$ cat src/rtl/char_receiver.sv
// Serial character receiver: mid-bit sampling of start, data (LSB first) and stop bits,
// with a single-entry output register offering a valid/ready handshake and overrun detection.
module char_receiver #(
   parameter int unsigned CLKS_PER_BIT = 16,
   parameter int unsigned DATA_BITS    = 8
) (
   input  logic                 clk,
   input  logic                 rst,
   input  logic                 serialDataIn,
   input  logic                 enable,
   input  logic                 dataReady,
   output logic                 charReceived,
   output logic [DATA_BITS-1:0] dataOut,
   output logic                 dataValid,
   output logic                 framingError,
   output logic                 overrun
);

   localparam int unsigned CW = (CLKS_PER_BIT > 1) ? $clog2(CLKS_PER_BIT) : 1;
   localparam int unsigned IW = (DATA_BITS > 1) ? $clog2(DATA_BITS) : 1;

   typedef enum logic [2:0] {StIdle, StStart, StData, StStop, StDone} state_e;

   state_e               state_q;
   logic [CW-1:0]        cnt_q;
   logic [IW-1:0]        idx_q;
   logic [DATA_BITS-1:0] shift_q;

   logic cnt_half, cnt_full, load, accept;

   always_comb begin
      cnt_half = (cnt_q == CW'(CLKS_PER_BIT / 2 - 1));
      cnt_full = (cnt_q == CW'(CLKS_PER_BIT - 1));
      load     = (state_q == StStop) && enable && cnt_full;
      accept   = dataValid && dataReady;
   end

   always_ff @(posedge clk or negedge rst) begin
      if (!rst) begin
         state_q      <= StIdle;
         cnt_q        <= '0;
         idx_q        <= '0;
         shift_q      <= '0;
         charReceived <= 1'b0;
         dataOut      <= '0;
         dataValid    <= 1'b0;
         framingError <= 1'b0;
         overrun      <= 1'b0;
      end else begin
         charReceived <= 1'b0;

         // Output register: a load wins over an accept; a load into an unread slot is an overrun.
         if (load) begin
            dataOut      <= shift_q;
            dataValid    <= 1'b1;
            framingError <= ~serialDataIn;
            overrun      <= dataValid & ~dataReady;
         end else if (accept) begin
            dataValid <= 1'b0;
            overrun   <= 1'b0;
         end

         unique case (state_q)
            StIdle: begin
               cnt_q <= '0;
               idx_q <= '0;
               if (enable) begin
                  state_q <= StStart;
                  shift_q <= '0;
               end
            end
            StStart: begin
               if (!enable) begin
                  state_q <= StIdle;
               end else if (cnt_half) begin
                  cnt_q <= '0;
                  idx_q <= '0;
                  if (!serialDataIn) begin
                     state_q <= StData;
                  end else begin
                     state_q      <= StDone;
                     charReceived <= 1'b1;
                  end
               end else begin
                  cnt_q <= cnt_q + CW'(1);
               end
            end
            StData: begin
               if (!enable) begin
                  state_q <= StIdle;
               end else if (cnt_full) begin
                  shift_q[idx_q] <= serialDataIn;
                  cnt_q          <= '0;
                  if (idx_q == IW'(DATA_BITS - 1)) begin
                     state_q <= StStop;
                  end else begin
                     idx_q <= idx_q + IW'(1);
                  end
               end else begin
                  cnt_q <= cnt_q + CW'(1);
               end
            end
            StStop: begin
               if (!enable) begin
                  state_q <= StIdle;
               end else if (cnt_full) begin
                  state_q      <= StDone;
                  cnt_q        <= '0;
                  charReceived <= 1'b1;
               end else begin
                  cnt_q <= cnt_q + CW'(1);
               end
            end
            StDone: begin
               state_q <= StIdle;
            end
            default: begin
               state_q <= StIdle;
            end
         endcase
      end
   end

endmodule

$ cat config.mk
export PLATFORM = sky130hd
export DESIGN_NAME = char_receiver
export DESIGN_NICKNAME = d
export VERILOG_FILES = /design/src/rtl/char_receiver.sv
export SDC_FILE = /design/constraint.sdc
export NUM_CORES = 1
export LEC_CHECK = 0
export BUFFER_PORTS_ARGS = -buffer_cell sky130_fd_sc_hd__buf_4
export CORE_MARGIN = 4
export CORE_UTILIZATION = 55
export CTS_CLUSTER_DIAMETER = 50
export DETAILED_ROUTE_END_ITERATION = 10
export MAX_ROUTING_LAYER = met4
export PLACE_DENSITY = 0.75
export SLEW_MARGIN = 20
export SYNTH_ARGS = -nofsm -noshare
export SYNTH_HDL_FRONTEND = slang
export SYNTH_SLANG_ARGS = --single-unit
$ cat constraint.sdc
create_clock -name clk -period 2.4 [get_ports clk]
set_input_delay 0.72 -clock clk [delete_from_list [all_inputs] [get_ports clk]]
set_output_delay 0.72 -clock clk [all_outputs]
set_load 0.1 [all_outputs]
# Word level (Yosys, flattened, before mapping)
# Index checks and enable logic that the tools add are counted.
dict set report word_totals {
  ff_bits 30
  in_bits 5
  output_inout_bits 12
  word_cells 84
}
dict set report op_classes {
  add_sub_neg 2
  n_lt_le_gt_ge 2
  n_eq_ne 17
  mux 37
  bitwise_logic 3
  n_reduce_logical 14
}
# operator n
set op_table {}
lappend op_table {{3-bit 2-to-1 mux} 14}
lappend op_table {{8-bit 2-to-1 mux} 3}
lappend op_table {{4-bit 2-to-1 mux} 4}
lappend op_table {{8-bit case mux with 2 select lines} 1}
lappend op_table {{2-bit inequality test, second input constant} 6}
lappend op_table {{3-bit inequality test, second input constant} 4}
lappend op_table {{3-bit case mux with 4 select lines} 1}
lappend op_table {{4-bit case mux with 3 select lines} 1}
lappend op_table {{1-bit 2-to-1 mux} 9}
lappend op_table {{3-bit case mux with 3 select lines} 1}
lappend op_table {{8-bit bitwise mux} 1}
lappend op_table {{3-bit by 2-bit == test with 1-bit output, second input constant} 2}
lappend op_table {{6-bit AND reduction} 1}
lappend op_table {{3-bit nonzero test} 2}
lappend op_table {{5-bit AND reduction} 1}
lappend op_table {{4-bit by 1-bit adder with 4-bit output, second input constant} 1}
lappend op_table {{4-bit by 3-bit == test with 1-bit output, second input constant} 1}
lappend op_table {{4-bit == test, second input constant} 1}
lappend op_table {{1-bit logical AND} 4}
lappend op_table {{3-bit by 4-bit < comparator with 1-bit output, second input constant} 1}
lappend op_table {{4-bit AND reduction} 1}
lappend op_table {{2-bit nonzero test} 2}
lappend op_table {{3-bit by 1-bit adder with 3-bit output, second input constant} 1}
lappend op_table {{1-bit demux with 3-bit select} 1}
lappend op_table {{other kinds (10)} 11}

# Logic depth before layout (Yosys ltp)
# Gate-level depths: netlist of run 1.
dict set report depth {
  ltp_word 8
  mapped_depth 6
}

# Worst setup path after synthesis of run 1
# No wires, ideal clock.
dict set report synth_timing {
  kind {register -> register}
  startpoint {reg idx_q[0]}
  endpoint {reg idx_q[1]}
  setup_time_ps 128
  arrival_ps 1835
  path_slack_ps 437
  path_stages_with_launch 7
  cell_sequence {dfrtp_1 > ha_1 > ha_1 > nor3b_2 > a211oi_1 > or4_4 > mux2_1}
}
dict set report synth_between {
  elab_chain_cells 5
  elab_cells_between_ends 8
  cone_classes {add/sub: 1; eq/ne: 2; mux: 4; reduce/logical: 1}
}
# element line_no
set synth_rtl {}
lappend synth_rtl {{start, declared} 26} ;# logic [IW-1:0] idx_q;
lappend synth_rtl {{start signal, assigned} 97} ;# idx_q <= idx_q + IW'(1);
lappend synth_rtl {{3-bit by 1-bit adder with 3-bit output} 97}
lappend synth_rtl {{3-bit 2-to-1 mux} 94} ;# if (idx_q == IW'(DATA_BITS - 1)) begin
lappend synth_rtl {{3-bit 2-to-1 mux} 91} ;# end else if (cnt_full) begin
lappend synth_rtl {{3-bit 2-to-1 mux} 89} ;# if (!enable) begin
lappend synth_rtl {{3-bit case mux with 3 select lines} 63} ;# unique case (state_q)
# Parallel ways exist; a longest one is shown, timed or not. The select of a mux whose other input is x is not followed.
# A chain may end at the register's enable or synchronous reset.

# Worst setup path in the final report of run 1
dict set report layout_timing {
  startpoint {reg cnt_q[0]}
  endpoint {reg shift_q[2]}
}
dict set report layout_between {
  elab_chain_cells 3
}
# element line_no
set layout_rtl {}
lappend layout_rtl {{start, declared} 25} ;# logic [CW-1:0] cnt_q;
lappend layout_rtl {{start signal, assigned} 85} ;# cnt_q <= cnt_q + CW'(1);
lappend layout_rtl {{start signal, assigned} 100} ;# cnt_q <= cnt_q + CW'(1);
lappend layout_rtl {{start signal, assigned} 111} ;# cnt_q <= cnt_q + CW'(1);
lappend layout_rtl {{4-bit == test} 33} ;# cnt_full = (cnt_q == CW'(CLKS_PER_BIT - 1));
lappend layout_rtl {{2-bit inequality test (no line)} n/a}
lappend layout_rtl {{4-bit AND reduction (no line)} n/a}
lappend layout_rtl {{end signal, assigned by index} 92} ;# shift_q[idx_q] <= serialDataIn;
lappend layout_rtl {{end, declared} 27} ;# logic [DATA_BITS-1:0] shift_q;
# No other way between the ends.

==> impl_metrics.py, run 1 <==
metrics = {
    "run_status": {
        "status": "finished, final reports clean",
    },
    "logic_synthesis": {
        "yosysWarnings": 0,
        "ys_ff_latch": 30,
        "syn-num-nets": 165,
        "synth_top_family_by_area": "compound AO/OA/AOI/OAI gates",
        "synth_commonest_cells": "nand2_1 (32), dfrtp_1 (30), o21ai_0 (14)",
        "synthAdderAreaFrac_pct": 2.41,
        "synth_compound_area_share_pct": 20.4,
        "ys_seq_area_share_pct": 48.1,
        "synth_area_um2": 1560,
        "muxShareOfSynthArea_pct": 3.93,
        "synth_area_leader_cell": "dfrtp_1",
        "synth-edff-count": 0,
        "yosys.area_share.simple_pct": 18.5,
        "synth.top_cell.area_share_pct": 48.1,
        "synthXorXnorAreaFrac_pct": 0.561,
        "ys.flop_type": "dfrtp_1",
        "synth.most_common_cell": "nand2_1",
        "syn_area_per_cell_um2": 9.94,
        "async_flop_share_pct": 100,
        "synthDistinctLibCells": 36,
        "synth.area.top_cells": "dfrtp_1 (48%), nand2_1 (7.7%), o41ai_2 (5.2%), o21ai_0 (4.5%), a31oi_1 (2.4%)",
        "synthCells": 157,
    },
    "timing": {
        "max-slew-margin-rel_pct": 73.6,
        "tns_ns": 0,
        "slew_violations": 0,
        "timing.final.crit_share_pct": 84.8,
        "worst_clock_skew_ns": 0.0115,
        "period_needed_ns": 2.04,
        "grt_setup_unrepaired": "no",
        "setup_viol": 0,
        "hold_viol_final": 0,
        "fmax_ghz": 0.491,
        "fin_ws_ns": 0.364,
        "worst_pin_slew_ns": 0.396,
    },
    "setup_path": {
        "r2r_cells": 5,
        "max_stage_delay_ns": 0.55,
        "end_kind": "flop",
        "r2r_slack_ns": 0.36,
        "crit_path_top_delay_cell": "or3_1",
        "regToRegStartpoint": "cnt_q[0]",
        "critPathLaunchType": "flop",
        "crit_start": "cnt_q[0]",
        "worst-path-max-fanout": 9,
        "crit_chain": "ha_1 -> and3_4 -> o211ai_4 -> or3_1 -> o41ai_2",
        "worstSetupPathType": "reg2reg",
        "cp.required_ns": 2.61,
        "timing.rr.end": "shift_q[2]",
        "cp.arrival_ns": 2.25,
    },
    "floorplan": {
        "die_area_um2": 3750,
        "io_pins": 17,
        "die_x_um": 61.3,
        "core.rowCount": 19,
        "fp.dieH_um": 61.3,
        "floorplan.initialDensity_pct": 57.1,
        "core_um2": 2730,
    },
    "routing": {
        "firstDrtPassIters": 4,
        "post_drt_wl_per_cell_um": 15.2,
        "wl_um": 3140,
        "ant_nets": 0,
        "drtIter0Drc": 83,
        "viasPerCell": 5.80,
        "drc": 0,
        "route.vias.total": 1201,
    },
    "clocking": {
        "root_buffer": "clkbuf_4",
        "clkSinkCount": 30,
        "cts_buffers": 5,
        "cts_tree": "built",
        "clock_path_buffers": 2,
        "clkTransAtPathRegs_ns": 0.10,
        "post_cts_buffers": 0,
        "cts.repair.resized": 0,
        "ctsHtreeMaxLevel": 2,
        "clk_latency_ns": 0.33,
        "hold_buffers": 0,
    },
    "final_layout": {
        "nets": 183,
        "drive_gt1_share_pct": 24.4,
        "antenna_cells": 0,
        "syn_to_final_growth_pct": 13.5,
    },
    "power_and_ir_drop": {
        "ir_worst_vdd_v": 0.000562,
        "cellPowerDensity_nw_per_um2": 537,
        "p_leak_nw": 0.879,
    },
    "global_route": {
        "grt_usage_pct": 19.9,
        "grt_max_degree": 31,
        "grt_pass1_vias": 1148,
        "antenna_found_initial": 0,
        "grt_pass1_wl_um": 5230,
        "grt_overflow": 0,
    },
    "place": {
        "io_buffer_count": 16,
        "place_congestion": 0.924,
        "dpl_worst_slack_ns": 0.263,
        "dp_hpwl_um": 2250,
    },
    "min_path": {
        "hp-class": "in2async",
    },
    "run": {
        "drv_cap": 0,
    },
}
worst max-delay path, delay by kind of cell, from the launching register on:
| kind | cells | cell delay [ns] |
|---|---|---|
| and+or+nand+nor | 2 | 0.82 |
| adders and majority gates | 1 | 0.32 |
| AOI/OAI and AO/OA | 2 | 0.40 |
| DFF | 1 | 0.40 |
per-stage QoR:
stage / power (W) / instance area, um2 / util (%) / cells / hold WS, ns
6_report: 0.000950 / 1770 / 64.8 / 207 / 0.300
5_1_grt: 0.000997 / 1770 / 64.8 / 207 / 0.303
4_1_cts: 0.000959 / 1770 / 64.8 / 207 / 0.309
3_5_place_dp: 0.000567 / 1690 / 61.9 / 199 / 0.459
3_3_place_gp: 0.000565 / 1690 / 61.9 / 199 / 0.456
2_1_floorplan: 0.000547 / 1560 / - / 157 / 0.424
worst max path at each step:
stage                     slack [ns]         end
after global routing            0.25  shift_q[2]
after floorplan                 0.44    idx_q[1]
after detailed placement        0.26  shift_q[2]
after global placement          0.35  shift_q[5]
after CTS                       0.37  shift_q[2]
final                           0.36  shift_q[2]
area by class of cell:
class / count / area, um2
Timing Repair Buffer: 20 / 150
Clock buffer: 5 / 37.5
Inverter: 10 / 37.5
Sequential cell: 30 / 751
Clock inverter: 3 / 40.0
Tap cell: 31 / 38.8
Multi-Input combinational cell: 108 / 716
Fill cell: 223 / 963
cell usage in the layout (no fill, tap or decap), drive strengths merged:
master  synthesis  routed
nor3b           2       2
ha              3       3
a21boi          1       1
and3            1       1
a311oi          1       1
o21bai          1       1
a31oi           6       6
o41ai           5       5
nor3            2       2
dfrtp          30      30
o311ai          1       1
o211ai          1       1
mux2i           2       2
and2b           1       1
o21ai          14      14
or3b            1       1
a211oi          1       1
or3             1       1
bufinv          0       1
or4             1       1
nor2            8       8
clkinv          0       2
mux2            3       3
nand2b          1       1
inv            10      10
clkbuf          6       5
a22o            1       1
nand4           3       3
a21oi           7       7
nand2          32      32
and4            1       1
buf             3      20
nand3           4       4
xnor2           1       1
o31ai           2       2
state kept, by name (all words and copies together) (netlist names):
signal,count
framingError,1
state_q,3
overrun,1
dataOut,8
cnt_q,4
charReceived,1
idx_q,3
shift_q,8
dataValid,1
where the power goes:
part           leakage (nW)   total, W  switching [W]  internal (W)
clock                0.0450   0.000394       0.000178      0.000216
sequential            0.416   0.000515     0.00000566      0.000509
combinational         0.419  0.0000422      0.0000265     0.0000157
total                 0.879   0.000950       0.000210      0.000740
cell families after synthesis:
group                      count (synthesis)
and+or+nand+nor                           58
xor gates and xnor gates                   1
DFF                                       30
buffers and inverters                     19
muxes                                      5
adders and majority gates                  3
AOI/OAI and AO/OA                         41
per-layer routing:
layer  track usage [%]  part of all wire, %  vias to the layer above
met1              22.9                   42                      576
met2              31.9                   51                       33
met4              8.05                  1.1                        0
met5                 -                    0                        -
li1                  -                    -                      588
met3              6.71                  5.4                        4
(Power assumes the default switching activity.)
==> run 2: changes to the inputs <==
--- a/config.mk
+++ b/config.mk
@@ -5,9 +5,10 @@
 export SDC_FILE = /design/constraint.sdc
 export NUM_CORES = 1
 export LEC_CHECK = 0
+export ABC_AREA = 1
 export BUFFER_PORTS_ARGS = -buffer_cell sky130_fd_sc_hd__buf_4
 export CORE_MARGIN = 4
-export CORE_UTILIZATION = 55
+export CORE_UTILIZATION = 52
 export CTS_CLUSTER_DIAMETER = 50
 export DETAILED_ROUTE_END_ITERATION = 10
 export MAX_ROUTING_LAYER = met4
==> constraint.sdc (replaced) <==
create_clock -name clk -period 1.75 [get_ports clk]
set_input_delay 0.525 -clock clk [delete_from_list [all_inputs] [get_ports clk]]
set_output_delay 0.525 -clock clk [all_outputs]
set_load 0.1 [all_outputs]
==> run 2 against run 1 <==
Wire length down 3.0%. Register-to-register slack worse by 0.20 ns. Sequential power up 64%. Via count increased by 13%. Sequential share of layout area is 2.3 points lower. Sequential cell count unchanged.
==> impl_metrics.py, run 2 <==
metrics = {
    "clocking": {
        "clkTransAtPathRegs_ns": 0.10,
        "ctsHtreeMaxLevel": 2,
        "clkSinkCount": 30,
        "root_buffer": "clkbuf_4",
        "post_cts_buffers": 0,
        "clk_latency_ns": 0.33,
        "cts_tree": "built",
        "clock_path_buffers": 2,
        "cts_buffers": 5,
    },
    "final_layout": {
        "final_area_um2": 1870,
        "nets": 231,
        "antenna_cells": 0,
        "final_common_cell": "nand2_1",
        "reg.largest.list": "dataOut (8), shift_q (8), cnt_q (4)",
        "regArea_um2": 751,
        "fillers": 263,
        "multi_input_area_um2": 758,
        "syn_to_final_growth_pct": 14.4,
        "drive_gt1_share_pct": 23.7,
        "layout_common_cells": "nand2_1 (44), dfrtp_1 (30), inv_1 (26)",
    },
    "run_status": {
        "status": "finished, final reports clean",
    },
    "floorplan": {
        "die_area_um2": 4110,
        "die_x_um": 64.1,
        "floorplan.initialDensity_pct": 54.0,
        "core.rowCount": 20,
        "fp.dieH_um": 64.1,
        "core_um2": 3030,
        "io_pins": 17,
    },
    "power_and_ir_drop": {
        "ir_worst_vdd_v": 0.000707,
        "p_leak_nw": 0.960,
        "total_power_w": 0.00200,
        "cellPowerDensity_nw_per_um2": 1070,
    },
    "run": {
        "drv_cap": 0,
    },
    "logic_synthesis": {
        "ys_ff_latch": 30,
        "syn_area_per_cell_um2": 8.14,
        "synth_commonest_cells": "nand2_1 (44), dfrtp_1 (30), inv_1 (26)",
        "synth_area_leader_cell": "dfrtp_1",
        "synth.top_cell.area_share_pct": 45.9,
        "synth.most_common_cell": "nand2_1",
        "syn-num-nets": 209,
        "ys_seq_area_share_pct": 45.9,
        "synthXorXnorAreaFrac_pct": 0.535,
        "ys.flop_type": "dfrtp_1",
        "yosys.area_share.simple_pct": 29.0,
        "synthAdderAreaFrac_pct": 2.29,
        "async_flop_share_pct": 100,
        "muxShareOfSynthArea_pct": 0,
        "synthDistinctLibCells": 26,
        "synth_compound_area_share_pct": 13.8,
        "synthCells": 201,
        "yosysWarnings": 0,
        "synth.area.top_cells": "dfrtp_1 (46%), nand2_1 (10%), inv_1 (6.0%), o21ai_2 (4.8%), nor2_1 (4.6%)",
        "synth-edff-count": 0,
        "synth_area_um2": 1640,
        "synth_top_family_by_area": "simple AND/OR/NAND/NOR gates",
    },
    "place": {
        "dp_hpwl_um": 2280,
        "io_buffer_count": 16,
        "place_congestion": 0.861,
        "placed_area_um2": 1800,
    },
    "setup_path": {
        "end_kind": "flop",
        "worst-path-max-fanout": 15,
        "cp.arrival_ns": 1.81,
        "cp.required_ns": 1.98,
        "critPathLaunchType": "flop",
        "worstSetupPathType": "reg2reg",
    },
    "global_route": {
        "grt_usage_pct": 18.0,
        "grt_max_degree": 31,
        "grt_pass1_wl_um": 5560,
        "grt_pass1_vias": 1283,
        "grt_overflow": 0,
        "antenna_found_initial": 0,
    },
    "timing": {
        "timing.final.crit_share_pct": 90.6,
        "fmax_ghz": 0.631,
        "worst_pin_slew_ns": 0.370,
        "period_needed_ns": 1.59,
        "worst_clock_skew_ns": 0.0123,
        "setup_viol": 0,
        "grt_setup_unrepaired": "no",
        "tns_ns": 0,
        "max-slew-margin-rel_pct": 75.4,
        "hold_viol_final": 0,
        "slew_violations": 0,
    },
    "routing": {
        "drtIter0Drc": 65,
        "route.vias.total": 1352,
        "firstDrtPassIters": 4,
        "ant_nets": 0,
        "viasPerCell": 5.04,
        "post_drt_wl_per_cell_um": 11.4,
        "drc": 0,
        "wl_um": 3050,
    },
    "min_path": {
        "hp-class": "in2async",
    },
}
run 2: cell families (layout without fill, tap and decap cells):
| logic type | after synthesis | in the layout |
|---|---|---|
| xor gates and xnor gates | 1 | 1 |
| buffers and inverters | 32 | 55 |
| adders and majority gates | 3 | 3 |
| DFF | 30 | 30 |
| AOI/OAI and AO/OA | 37 | 37 |
| and+or+nand+nor | 98 | 98 |
run 2: layer usage:
layer / vias up / part of all wire, % / track usage [%]
li1: 693 / - / -
met1: 627 / 49 / 23.0
met2: 25 / 43 / 26.7
met3: 7 / 5.5 / 5.62
met4: 0 / 1.9 / 7.12
met5: - / 0 / -
run 2: repair_timing:
action                     CTS  global route
hold buffers                 0             0
gates resized for setup      0             2
setup endpoints to repair    0             7
run 2: worst paths after layout:
| path | from | endpoint | slack [ns] | depth (start not counted) |
|---|---|---|---|---|
| max in group asynchronous | rst | dataOut[6] | 1.37 | 1 |
| min in group clk | dataReady | dataValid | 0.38 | 2 |
| worst min register to register | dataOut[1] | dataOut[1] | 0.50 | 2 |
| worst max register to register | cnt_q[0] | dataOut[4] | 0.16 | 7 |
| worst max-delay path | cnt_q[0] | dataOut[4] | 0.16 | 7 |
| worst min-delay path | rst | shift_q[2] | 0.1 | 1 |
run 2: worst max-delay path, stage by stage (launching register included):
cell and delay, ns:
dfrtp_1 0.40, ha_1 0.24, nand2_1 0.11, nor2_2 0.16
nand4_4 0.16, buf_4 0.26, nand2_1 0.09, o21ai_2 0.05
run 2: where the power goes:
group          total, W  switching (W)  internal (W)
combinational  0.000716       0.000485      0.000232
clock          0.000440       0.000247      0.000193
sequential     0.000847      0.0000877      0.000759
run 2: cell type report:
type | count | share of cell area, %
timing repair buffer | 18 | 7.22
clock buffer | 6 | 2.74
multi-input combinational | 139 | 40.5
sequential | 30 | 40.1
inverter | 29 | 5.82
clock inverter | 2 | 0.668
tap | 44 | 2.94
run 2: per-stage QoR:
step                      std cells  util [%]  worst slack (ns)  hold WS (ns)
after floorplan                 201         -             0.304         0.229
after global placement          260      59.3             0.191         0.472
after detailed placement        260      59.3            0.0874         0.470
after CTS                       268      61.4            0.0677         0.100
after global routing            268      61.8            0.0296         0.109
final                           268      61.8             0.165         0.100
